## config.mk

```make
export PLATFORM = sky130hd
export DESIGN_NAME = pb_conditioner
export DESIGN_NICKNAME = d
export VERILOG_FILES = /design/src/rtl/pb_pkg.sv /design/src/rtl/pb_channel.sv /design/src/rtl/pb_conditioner.sv
export SDC_FILE = /design/constraint.sdc
export NUM_CORES = 1
export LEC_CHECK = 0
export ABC_AREA = 0
export BUFFER_PORTS_ARGS = -buffer_cell sky130_fd_sc_hd__buf_2
export CORE_MARGIN = 2
export CORE_UTILIZATION = 50
export CTS_CLUSTER_DIAMETER = 60
export DETAILED_ROUTE_END_ITERATION = 7
export GPL_TIMING_DRIVEN = 0
export PLACE_DENSITY = 0.74
export SYNTH_ARGS = -nofsm -noshare
export SYNTH_HDL_FRONTEND = slang
export SYNTH_HIERARCHICAL = 1
export SYNTH_SLANG_ARGS = --single-unit
```

## constraint.sdc

```tcl
create_clock -name hz100 -period 1.3 [get_ports hz100]
set_clock_uncertainty 0.05 [all_clocks]
set_input_delay 0.195 -clock hz100 [delete_from_list [all_inputs] [get_ports hz100]]
set_output_delay 0.195 -clock hz100 [all_outputs]
set_load 0.005 [all_outputs]
```

## src/rtl/pb_pkg.sv

```systemverilog
// Shared types and defaults for the push-button conditioner.
package pb_pkg;

   // Per-channel debounce FSM state.
   typedef enum logic [1:0] {
      StIdle,
      StArming,
      StPressed,
      StDisarming
   } pb_state_t;

   localparam int unsigned PB_DEBOUNCE_DEFAULT = 3;
   localparam int unsigned PB_WIDTH_DEFAULT    = 21;

   // Bits needed to hold values 0..n-1, never less than one.
   function automatic int unsigned pb_cnt_bits(int unsigned n);
      return (n < 2) ? 1 : $clog2(n);
   endfunction

endpackage

```

## src/rtl/pb_channel.sv

```systemverilog
// One button channel: 2-flop synchronizer, debounce FSM, hold/repeat counters
// and registered level/press/release outputs.
module pb_channel import pb_pkg::*; #(
   parameter int unsigned DEBOUNCE_TICKS = PB_DEBOUNCE_DEFAULT,
   parameter int unsigned REPEAT_DELAY   = 0,
   parameter int unsigned REPEAT_PERIOD  = 10
) (
   input  logic hz100,
   input  logic reset,
   input  logic pb,
   output logic level,
   output logic press,
   output logic pb_release
);

   localparam int unsigned CntW  = pb_cnt_bits(DEBOUNCE_TICKS + 1);
   localparam int unsigned HoldW = pb_cnt_bits(REPEAT_DELAY + REPEAT_PERIOD + 1);
   localparam int unsigned PerW  = pb_cnt_bits(REPEAT_PERIOD);
   localparam logic [CntW-1:0]  CntLast = CntW'(DEBOUNCE_TICKS - 1);
   localparam logic [HoldW-1:0] HoldRep = HoldW'(REPEAT_DELAY);
   localparam logic [PerW-1:0]  PerLast = PerW'(REPEAT_PERIOD - 1);
   localparam bit RepeatEn = (REPEAT_DELAY != 0);

   logic             s1_q, s_q;
   pb_state_t        state_q, state_d;
   logic [CntW-1:0]  cnt_q, cnt_d;
   logic [HoldW-1:0] hold_q, hold_d;
   logic [PerW-1:0]  per_q, per_d;
   logic             level_q, press_q, rel_q;
   logic             level_d, press_d, rel_d;

   // State, counters, synchronizer and output registers.
   always_ff @(posedge hz100) begin
      if (reset) begin
         s1_q    <= 1'b0;
         s_q     <= 1'b0;
         state_q <= StIdle;
         cnt_q   <= '0;
         hold_q  <= '0;
         per_q   <= '0;
         level_q <= 1'b0;
         press_q <= 1'b0;
         rel_q   <= 1'b0;
      end else begin
         s1_q    <= pb;
         s_q     <= s1_q;
         state_q <= state_d;
         cnt_q   <= cnt_d;
         hold_q  <= hold_d;
         per_q   <= per_d;
         level_q <= level_d;
         press_q <= press_d;
         rel_q   <= rel_d;
      end
   end

   // Next-state, counter and strobe decode.
   // With repeat enabled the hold counter stops at REPEAT_DELAY; from then on
   // the period counter paces the repeats, so neither counter ever wraps.
   always_comb begin
      state_d = state_q;
      cnt_d   = cnt_q;
      hold_d  = hold_q;
      per_d   = per_q;
      press_d = 1'b0;
      rel_d   = 1'b0;
      unique case (state_q)
         StIdle: begin
            if (s_q) begin
               state_d = StArming;
               cnt_d   = CntW'(1);
            end
         end
         StArming: begin
            if (!s_q) begin
               state_d = StIdle;
               cnt_d   = '0;
            end else if (cnt_q == CntLast) begin
               state_d = StPressed;
               hold_d  = '0;
               per_d   = '0;
               press_d = 1'b1;
            end else begin
               cnt_d = cnt_q + 1'b1;
            end
         end
         StPressed: begin
            if (!s_q) begin
               state_d = StDisarming;
               cnt_d   = CntW'(1);
            end else if (RepeatEn) begin
               if (hold_q != HoldRep) begin
                  hold_d = hold_q + 1'b1;
                  if (hold_d == HoldRep) press_d = 1'b1;
               end else if (per_q == PerLast) begin
                  per_d   = '0;
                  press_d = 1'b1;
               end else begin
                  per_d = per_q + 1'b1;
               end
            end else if (hold_q != '1) begin
               hold_d = hold_q + 1'b1;
            end
         end
         StDisarming: begin
            if (s_q) begin
               state_d = StPressed;
            end else if (cnt_q == CntLast) begin
               state_d = StIdle;
               cnt_d   = '0;
               rel_d   = 1'b1;
            end else begin
               cnt_d = cnt_q + 1'b1;
            end
         end
         default: state_d = StIdle;
      endcase
      level_d = (state_d == StPressed) || (state_d == StDisarming);
   end

   assign level      = level_q;
   assign press      = press_q;
   assign pb_release = rel_q;

endmodule

```

## src/rtl/pb_conditioner.sv

```systemverilog
// Push-button bank conditioner: one independent pb_channel per button.
// The release strobe is named pb_release because "release" is a reserved word.
module pb_conditioner import pb_pkg::*; #(
   parameter int unsigned WIDTH          = PB_WIDTH_DEFAULT,
   parameter int unsigned DEBOUNCE_TICKS = PB_DEBOUNCE_DEFAULT,
   parameter int unsigned REPEAT_DELAY   = 0,
   parameter int unsigned REPEAT_PERIOD  = 10
) (
   input  logic             hz100,
   input  logic             reset,
   input  logic [WIDTH-1:0] pb,
   output logic [WIDTH-1:0] level,
   output logic [WIDTH-1:0] press,
   output logic [WIDTH-1:0] pb_release,
   output logic             any_press
);

   for (genvar i = 0; i < WIDTH; i++) begin : g_chan
      pb_channel #(
         .DEBOUNCE_TICKS (DEBOUNCE_TICKS),
         .REPEAT_DELAY   (REPEAT_DELAY),
         .REPEAT_PERIOD  (REPEAT_PERIOD)
      ) u_chan (
         .hz100      (hz100),
         .reset      (reset),
         .pb         (pb[i]),
         .level      (level[i]),
         .press      (press[i]),
         .pb_release (pb_release[i])
      );
   end

   assign any_press = |press;

endmodule

```

After elaboration in Yosys (flattened, before gate mapping)
Cells that the tools add are included.
Widths: inputs -> output; s select.
{"block": "totals", "inputBits": 23, "word_cells": 862, "register_bits": 189}
{"block": "classes", "mux": 315, "reduce_logical": 106, "n_bitwise": 63, "addsub": 21, "eq_ne": 210}
{"operator": "$mux 2", "count": 252}
{"operator": "$pmux 2 s4", "count": 42}
{"operator": "$eq 2x2->1 const B", "count": 105}
{"operator": "$reduce_or 3->1", "count": 42}
{"operator": "$ne 2x2->1 const B", "count": 42}
{"operator": "$reduce_and 4->1", "count": 21}
{"operator": "$ne 3x3->1 const B", "count": 21}
{"operator": "$not 1->1", "count": 63}
{"operator": "$add 2x1->2 const B", "count": 21}
{"operator": "$eq 2x1->1 const B", "count": 21}
{"operator": "$logic_not 2->1", "count": 21}
{"operator": "$ne 2x1->1 const B", "count": 21}
{"operator": "$logic_or 1x1->1", "count": 21}
{"operator": "$mux 1", "count": 21}
{"operator": "$reduce_or 21->1", "count": 1}

Depth between registers and ports, before layout
Gate-level depths: netlist (run 1).
{"block": "logic_depth", "word_depth": 6, "ltp_mapped": 5, "depth_no_buf": 5}

Hierarchy
Netlist (run 1), hierarchy kept.
{"module": "pb_channel (g_chan[10].u_chan ...)", "instances": 20, "cells_per_inst": 39, "area_each_um2": 405.4}
{"module": "pb_channel (g_chan[0].u_chan)", "instances": 1, "cells_per_inst": 42, "area_each_um2": 410.4}
{"module": "pb_conditioner", "instances": 1, "cells_per_inst": 7, "area_each_um2": 45.0}

Least setup slack after synthesis (run 1)
Ideal clock, no wire load.
{"block": "synth_timing", "path_kind": "register -> output", "startpoint": "reg g_chan[5].u_chan.press_q", "endpoint": "out any_press", "path_buffers": 0, "path_stages_with_launch": 3, "slack_ns": -0.218, "arrival_ns": 1.273, "required_time_ns": 1.055, "cell_sequence": "dfxtp_1 > or4_1 > or4_1"}
{"block": "synth_between", "elab_chain_len": 1}
{"item": "from (decl)", "line_no": "pb_channel.sv:29", "source": "logic level_q, press_q, rel_q;"}
{"item": "from (signal assigned)", "line_no": "pb_channel.sv:52", "source": "press_q <= press_d;"}
{"item": "$reduce_or 21->1", "line_no": "pb_conditioner.sv:33", "source": "assign any_press = |press;"}
{"item": "to (decl)", "line_no": "pb_conditioner.sv:15", "source": "output logic any_press"}
No other way between the ends.

Final worst setup path (run 1)
{"block": "layout_timing", "startpoint": "reg g_chan[14].u_chan.press_q", "endpoint": "out any_press"}
{"block": "layout_between", "elab_chain_len": 1}
{"item": "from (decl)", "line_no": "pb_channel.sv:29"}
{"item": "from (signal assigned)", "line_no": "pb_channel.sv:52"}
{"item": "$reduce_or 21->1", "line_no": "pb_conditioner.sv:33"}
No other way between the ends.

==> impl_metrics.csv, run 1 <==
group,metric,value,unit
run_status,outcome,"finished with violations",
run_status,failed_checks,"setup timing",
sta,finalMaxSlewViolations,0,
synthesis,synth.largest_area_cell,"sky130_fd_sc_hd__dfxtp_1",
cts,cts_buffers,17,
power,p_total,11.4,mW
cts,clk_transition_reported_paths,0.06,ns
synthesis,synthArstFlopShare,0,
cts,cts_num_sinks,169,
setup_path,critPathCaptureType,"primary output",
placement,hpwlAfterDp,10800,um
sta,timing.slew.headroom,0.589,
setup_path,critical_path_peak_fanout,2,
sta,unrepaired_setup_endpoints_after_global_routing,"yes",
sta,timing_worst_slew_pin_value,0.617,ns
setup_path,critical_path.startpoint_type,"flop",
power,power.density_cell_area,1020,nW/um2
floorplanning,placement_rows,47,
synthesis,synth-seq-cells,169,
grt,gr-usage-all-layers,0.188,
setup_path,setup_crit_path_kind,"reg -> out",
synthesis,synth_largest_type_area_fraction,0.395,
floorplanning,core-area,16600,um2
grt,pin_count_of_the_biggest_net_entering_global_routing,88,
setup_path,minimum_setup_slack_among_reg_to_reg_paths,0,ns
floorplanning,die_width,135,um
setup_path,cpLargestDelayFamily,"simple AND/OR/NAND/NOR gates",
route,route.antenna.remaining_nets,0,
setup_path,startpoint_of_the_most_critical_setup_path,"g_chan[14].u_chan/press$_SDFF_PP0_",
synthesis,synthMuxAreaShare,0,
power,vdd.ir_drop.worst,886,uV
cells_and_area,synthToLayoutAreaGrowth,31.1,%
floorplanning,fp.dieArea,18200,um2
cells_and_area,nNetsFinal,1094,
sta,final.setup.tns,-0.899,ns
worst_hold_path,min_to,"g_chan[10].u_chan/state_q[1]$_SDFF_PP0_",
synthesis,synth_compound_gate_area_share,0.219,
sta,holdWs,0.165,ns
grt,initial_antenna_violation_count,0,
cts,clk_path_buf_depth,2,
synthesis,syn-mean-instance-area,10.3,um2
setup_path,worstRegToRegCells,5,
synthesis,yosys.area_share.adder,0.123,
setup_path,cp_data_arrival_time,1.95,ns
floorplanning,initial_utilization,0.515,
sta,final_hold_vio_count,0,
grt,first_global_vias,6195,
setup_path,crit_path_top_delay_cell,"sky130_fd_sc_hd__or4_1",
setup_path,r2r_end,"g_chan[8].u_chan/cnt_q[1]$_SDFFE_PP0P_",
cells_and_area,final_design_area_no_fill,11200,um2
placement,routabilityCongestion,0.796,
cts,cts-htree-levels,4,
placement,placement.io_buffers,86,
synthesis,number_of_enable_flip_flop_cells_after_synthesis,0,
placement,placed_instance_area,9300,um2
synthesis,yosys_warnings,6,
power,p_leak,4.42,nW
route,drc,0,
setup_path,timing.critical_path.buf_inv,1,
synthesis,post_synth_inst_count,829,
grt,grt_overflow,0,
synthesis,synth-simple-area-share,0.207,
cells_and_area,drive_gt1_frac,0.466,
route,num_vias,6578,
cells_and_area,layout.filler_cells,1251,
cts,tritoncts,"yes",
setup_path,cp_slowest_stage_delay,0.49,ns
synthesis,yosysSeqAreaShare,0.395,
floorplanning,die-height,135,um
synthesis,synthXorXnorAreaFrac,0,
sta,finalCritPeriodShare,1.69,
setup_path,worst_r2r_startpoint,"g_chan[8].u_chan/cnt_q[0]$_SDFFE_PP0P_",
worst_hold_path,hold_class,"in -> reg",
floorplanning,io_pins,87,
worst_hold_path,worstHoldPathCells,2,
sta,min_period,2.20,ns
sta,setup_slack,-0.899,ns
cts,clkLatencyLatePin,0.43,ns
grt,grt_first_pass_wirelength,28000,um
synthesis,leading_post_synthesis_cells_by_cell_area,"sky130_fd_sc_hd__dfxtp_1 (40%), sky130_fd_sc_hd__ha_1 (12%), sky130_fd_sc_hd__a21oi_2 (4.1%)",
cells_and_area,post-route-util,0.675,
synthesis,syn-num-nets,936,
sta,setup_viol_count_final,1,
synthesis,synth_ff_type,"sky130_fd_sc_hd__dfxtp_1",
synthesis,syn-cell-area,8560,um2
sta,clock.fmax,455,MHz
job,cap_viol_max_count,0,
cts,root_buffer,"sky130_fd_sc_hd__clkbuf_16",
worst_hold_path,hold_start,"reset",
synthesis,post_synth_num_cell_types,29,
setup_path,cp_cell_sequence,"nor4_4, nand4_1, or4_1, buf_2",
cells_and_area,diodes_inserted,0,
route,detail_route.wirelength,17800,um
route,dr.first_iter.drc_count,325,
route,routed_wire_length_per_instance,14.6,um
synthesis,main_combinational_cell_family_by_area_after_synthesis,"compound AO/OA/AOI/OAI gates",
route,drt_pass1_iterations,4,
route,post_drt_via_cell_ratio,5.40,
setup_path,crit_required,1.05,ns
==> cells by family (layout without fill, tap and decap cells) <==
| family | after synthesis | in the layout |
|---|---|---|
| AND/OR/NAND/NOR | 281 | 281 |
| flip-flops | 169 | 169 |
| adder cells (fa/ha/maj) | 84 | 84 |
| AO/OA/AOI/OAI | 210 | 210 |
| buffers and inverters | 85 | 255 |
==> cells in the final DEF (no fill, tap or decap), drive strengths merged, types with 22 or more instances in the layout <==
| master | synthesis | routed |
|---|---|---|
| nor2 | 22 | 22 |
| a21oi | 84 | 84 |
| ha | 84 | 84 |
| buf | 21 | 139 |
| nand2b | 42 | 42 |
| nor3 | 64 | 64 |
| nor2b | 63 | 63 |
| inv | 63 | 64 |
| nand2 | 42 | 42 |
| dfxtp | 169 | 169 |
==> how the worst max path moves through the flow <==
stage | end | slack [ns] | depth (start not counted)
2_1_floorplan | any_press | -0.15 | 2
3_3_place_gp | g_chan[0].u_chan/cnt_q[1]$_SDFFE_PP0P_ | -2.16 | 5
3_5_place_dp | any_press | -0.64 | 4
4_1_cts | any_press | -0.89 | 4
5_1_grt | any_press | -0.93 | 4
6_report | any_press | -0.90 | 4
==> Yosys cell counts, drive strengths merged (2+ instances only) <==
master	instances
and4bb	20
nor3b	21
a22oi	21
inv	63
nor3	64
nand2	42
buf	21
ha	84
o32ai	21
nor2	22
or4	2
nor2b	63
a21o	21
a221oi	21
o21ai	21
nand2b	42
nor4	3
o311a	21
a21oi	84
dfxtp	169
==> registers in the layout (all words and copies together), names as in the netlist <==
| register | cells |
|---|---|
| g_chan.u_chan/cnt_q | 42 |
| g_chan.u_chan/level | 1 |
| g_chan.u_chan/pb_release | 21 |
| g_chan.u_chan/press | 21 |
| g_chan.u_chan/s1_q | 21 |
| g_chan.u_chan/s_q | 21 |
| g_chan.u_chan/state_q | 42 |
==> routing by layer <==
layer | wire length, um | global-route usage | vias up
li1 | - | - | 3305
met1 | 8120 | 0.232 | 3122
met2 | 8600 | 0.319 | 125
met3 | 682 | 0.0420 | 26
met4 | 387 | 0.0719 | 0
met5 | 0 | 0 | -
==> through the flow <==
| step | setup WS (ns) | cells |
|---|---|---|
| 2_1_floorplan | -0.147 | 829 |
| 3_3_place_gp | -2.16 | 1135 |
| 3_5_place_dp | -0.644 | 1136 |
| 6_report | -0.899 | 1219 |
| 4_1_cts | -0.895 | 1201 |
| 5_1_grt | -0.929 | 1219 |
==> area by class of cell <==
class                           count  area (um2)  share of cell area
Inverter                           63         267              0.0237
Tap cell                          220         275              0.0245
Multi-Input combinational cell    575        5430               0.483
Buffer                             22         240              0.0214
Sequential cell                   169        3490               0.311
Clock buffer                       20         437              0.0389
Timing Repair Buffer              139         923              0.0822
Clock inverter                     11         173              0.0154
==> power by group <==
group	internal, mW	switching [mW]	total [mW]
Combinational	0.354	0.370	0.724
Sequential	5.27	0.154	5.42
Clock	3.21	2.05	5.26
==> timing repair <==
item / 4_1_cts / 5_1_grt
buffers inserted: 13 / 18
hold buffers: 21 / 0
endpoints found under the setup margin: 65 / 47
pin swaps: 0 / 29
endpoints found under the hold margin: 21 / 0
gates resized for setup: 133 / 93
Note: power is estimated with default switching activity, not from simulation.
==> inputs of run 2 (changes only) <==
- PLACE_DENSITY: 0.74 -> default
- PLACE_DENSITY_LB_ADDON: default -> 0.15
==> run 2 against run 1 <==
The run still ends with setup timing left; global-route usage decreased by 0.12 points; power decreased by 5.8%; register-to-register slack improved by 0.03 ns; sequential power about the same; routed wire length decreased by 3.0%; maximum frequency increased by 2.1%; non-clock buffer count increased by 8; die area unchanged; via count decreased by 1.8%; clock power decreased by 12%; count of clock-buffer cells in the layout decreased by 2; critical path type unchanged; highest routed layer unchanged.
==> impl_metrics.csv, run 2 (synthesis results as in run 1) <==
group,metric,value,unit
sta,clock.fmax,464,MHz
sta,setup_slack,-0.853,ns
sta,setup_viol_count_final,1,
sta,finalCritPeriodShare,1.66,
sta,finalMaxSlewViolations,0,
power,vdd.ir_drop.worst,948,uV
floorplanning,core-area,16600,um2
sta,timing.slew.headroom,0.667,
cells_and_area,post-route-util,0.670,
cts,cts_buffers,17,
cts,cts_num_sinks,169,
cells_and_area,layout.filler_cells,1323,
route,drc,0,
run_status,failed_checks,"setup timing",
setup_path,crit_required,1.05,ns
cells_and_area,largest_registers_ranked_by_flip_flop_count,"g_chan.u_chan/cnt_q: 42 flops, g_chan.u_chan/state_q: 42 flops",
run_status,outcome,"finished with violations",
cts,tritoncts,"yes",
floorplanning,io_pins,87,
grt,gr-usage-all-layers,0.186,
worst_hold_path,hold_class,"in -> reg",
setup_path,setup_crit_path_kind,"reg -> out",
sta,timing_worst_slew_pin_value,0.499,ns
setup_path,critical_path.startpoint_type,"flop",
placement,placement.io_buffers,86,
placement,placed_instance_area,9300,um2
power,p_leak,4.41,nW
setup_path,cp_data_arrival_time,1.91,ns
placement,post-place-ws,-0.722,ns
cells_and_area,area_of_the_multi_input_gates,5360,um2
placement,hpwlAfterDp,10700,um
grt,initial_antenna_violation_count,0,
grt,first_global_vias,6166,
cells_and_area,synthToLayoutAreaGrowth,30.3,%
floorplanning,initial_utilization,0.515,
cells_and_area,regArea,3500,um2
cells_and_area,layout_commonest_cell,"sky130_fd_sc_hd__dfxtp_1",
route,post_drt_via_cell_ratio,5.26,
sta,min_period,2.15,ns
cts,root_buffer,"sky130_fd_sc_hd__clkbuf_16",
route,num_vias,6460,
cells_and_area,drive_gt1_frac,0.472,
route,route.antenna.remaining_nets,0,
grt,grt_first_pass_wirelength,27900,um
route,dr.first_iter.drc_count,223,
job,cap_viol_max_count,0,
route,drt_pass1_iterations,4,
grt,grt_overflow,0,
sta,final_hold_vio_count,0,
cts,cts-htree-levels,4,
setup_path,critical_path_peak_fanout,2,
power,power.density_cell_area,963,nW/um2
floorplanning,fp.dieArea,18200,um2
cells_and_area,final_design_area_no_fill,11200,um2
floorplanning,die-height,135,um
cells_and_area,diodes_inserted,0,
cells_and_area,nNetsFinal,1102,
floorplanning,die_width,135,um
setup_path,critPathCaptureType,"primary output",
grt,pin_count_of_the_biggest_net_entering_global_routing,94,
cells_and_area,layout.cells.most_common_list,"sky130_fd_sc_hd__dfxtp_1 (125), sky130_fd_sc_hd__buf_2 (85), sky130_fd_sc_hd__nor3_1 (63), sky130_fd_sc_hd__a21oi_2 (60), sky130_fd_sc_hd__ha_1 (49)",
placement,routabilityCongestion,0.788,
route,detail_route.wirelength,17200,um
sta,final.setup.tns,-0.853,ns
cts,clk_transition_reported_paths,0.06,ns
floorplanning,placement_rows,47,
cts,clkLatencyLatePin,0.42,ns
cts,clk_path_buf_depth,2,
sta,unrepaired_setup_endpoints_after_global_routing,"yes",
route,routed_wire_length_per_instance,14.0,um
run 2: cell types whose count changed in the layout (fill, tap and decap cells not counted), moves of 3 or more:
cell	change
sky130_fd_sc_hd__a21o_4	-5
sky130_fd_sc_hd__nor3b_2	-5
sky130_fd_sc_hd__bufinv_16	-4
sky130_fd_sc_hd__clkinv_2	+4
sky130_fd_sc_hd__buf_4	+9
sky130_fd_sc_hd__a21o_2	+5
sky130_fd_sc_hd__nor3b_1	+5
sky130_fd_sc_hd__clkbuf_1	-4
sky130_fd_sc_hd__dfxtp_4	+3
run 2: path summary, 6_finish.rpt:
path                            cells after the start                                       to  slack [ns]                               startpoint
worst max-delay path                                3                                any_press       -0.85        g_chan[7].u_chan/press$_SDFF_PP0_
worst min-delay path                                2   g_chan[7].u_chan/state_q[1]$_SDFF_PP0_        0.08                                    reset
worst max register to register                      5  g_chan[17].u_chan/state_q[1]$_SDFF_PP0_        0.03  g_chan[17].u_chan/cnt_q[0]$_SDFFE_PP0P_
worst min register to register                      1         g_chan[14].u_chan/s_q$_SDFF_PP0_        0.39        g_chan[14].u_chan/s1_q$_SDFF_PP0_
run 2: metal layers:
metal,GRT usage,vias to the layer above,share of wire
li1,-,3316,-
met1,0.236,3043,0.47
met2,0.320,91,0.50
met3,0.0450,10,0.030
met4,0.0450,0,0.0068
met5,0,-,0
run 2: repair_timing:
item | in CTS | in global routing
endpoints found under the setup margin | 70 | 40
cloned | 0 | 0
hold buffers | 21 | 0
hold endpoints to repair | 21 | 0
resized for setup | 135 | 88
setup buffers | 14 | 25
pin swaps | 5 | 29
run 2: critical path: stages, from the launching register on:
cell and delay (ns):
sky130_fd_sc_hd__dfxtp_2 0.32, sky130_fd_sc_hd__or4_4 0.56, sky130_fd_sc_hd__or4_1 0.47, sky130_fd_sc_hd__buf_2 0.14
run 2: through the flow:
step	instances	total power, mW	hold slack (ns)
floorplan	829	5.87	0.211
global placement	1135	6.07	0.352
detailed placement	1136	6.09	0.358
CTS	1203	10.9	0.110
global route	1228	11.2	0.114
finish	1228	10.7	0.0757
run 2: final cells by class:
cell class,instances,share of cell area
multi-input combinational,575,0.480
sequential,169,0.313
timing repair buffer,147,0.0875
clock buffer,18,0.0394
tap,220,0.0247
inverter,63,0.0243
buffer,22,0.0216
clock inverter,14,0.00875
run 2: power breakdown:
part,leakage (nW),total [mW],switching (mW),internal (mW)
clock,0.266,4.62,2.12,2.50
sequential,1.40,5.42,0.153,5.26
combinational,2.74,0.710,0.362,0.349
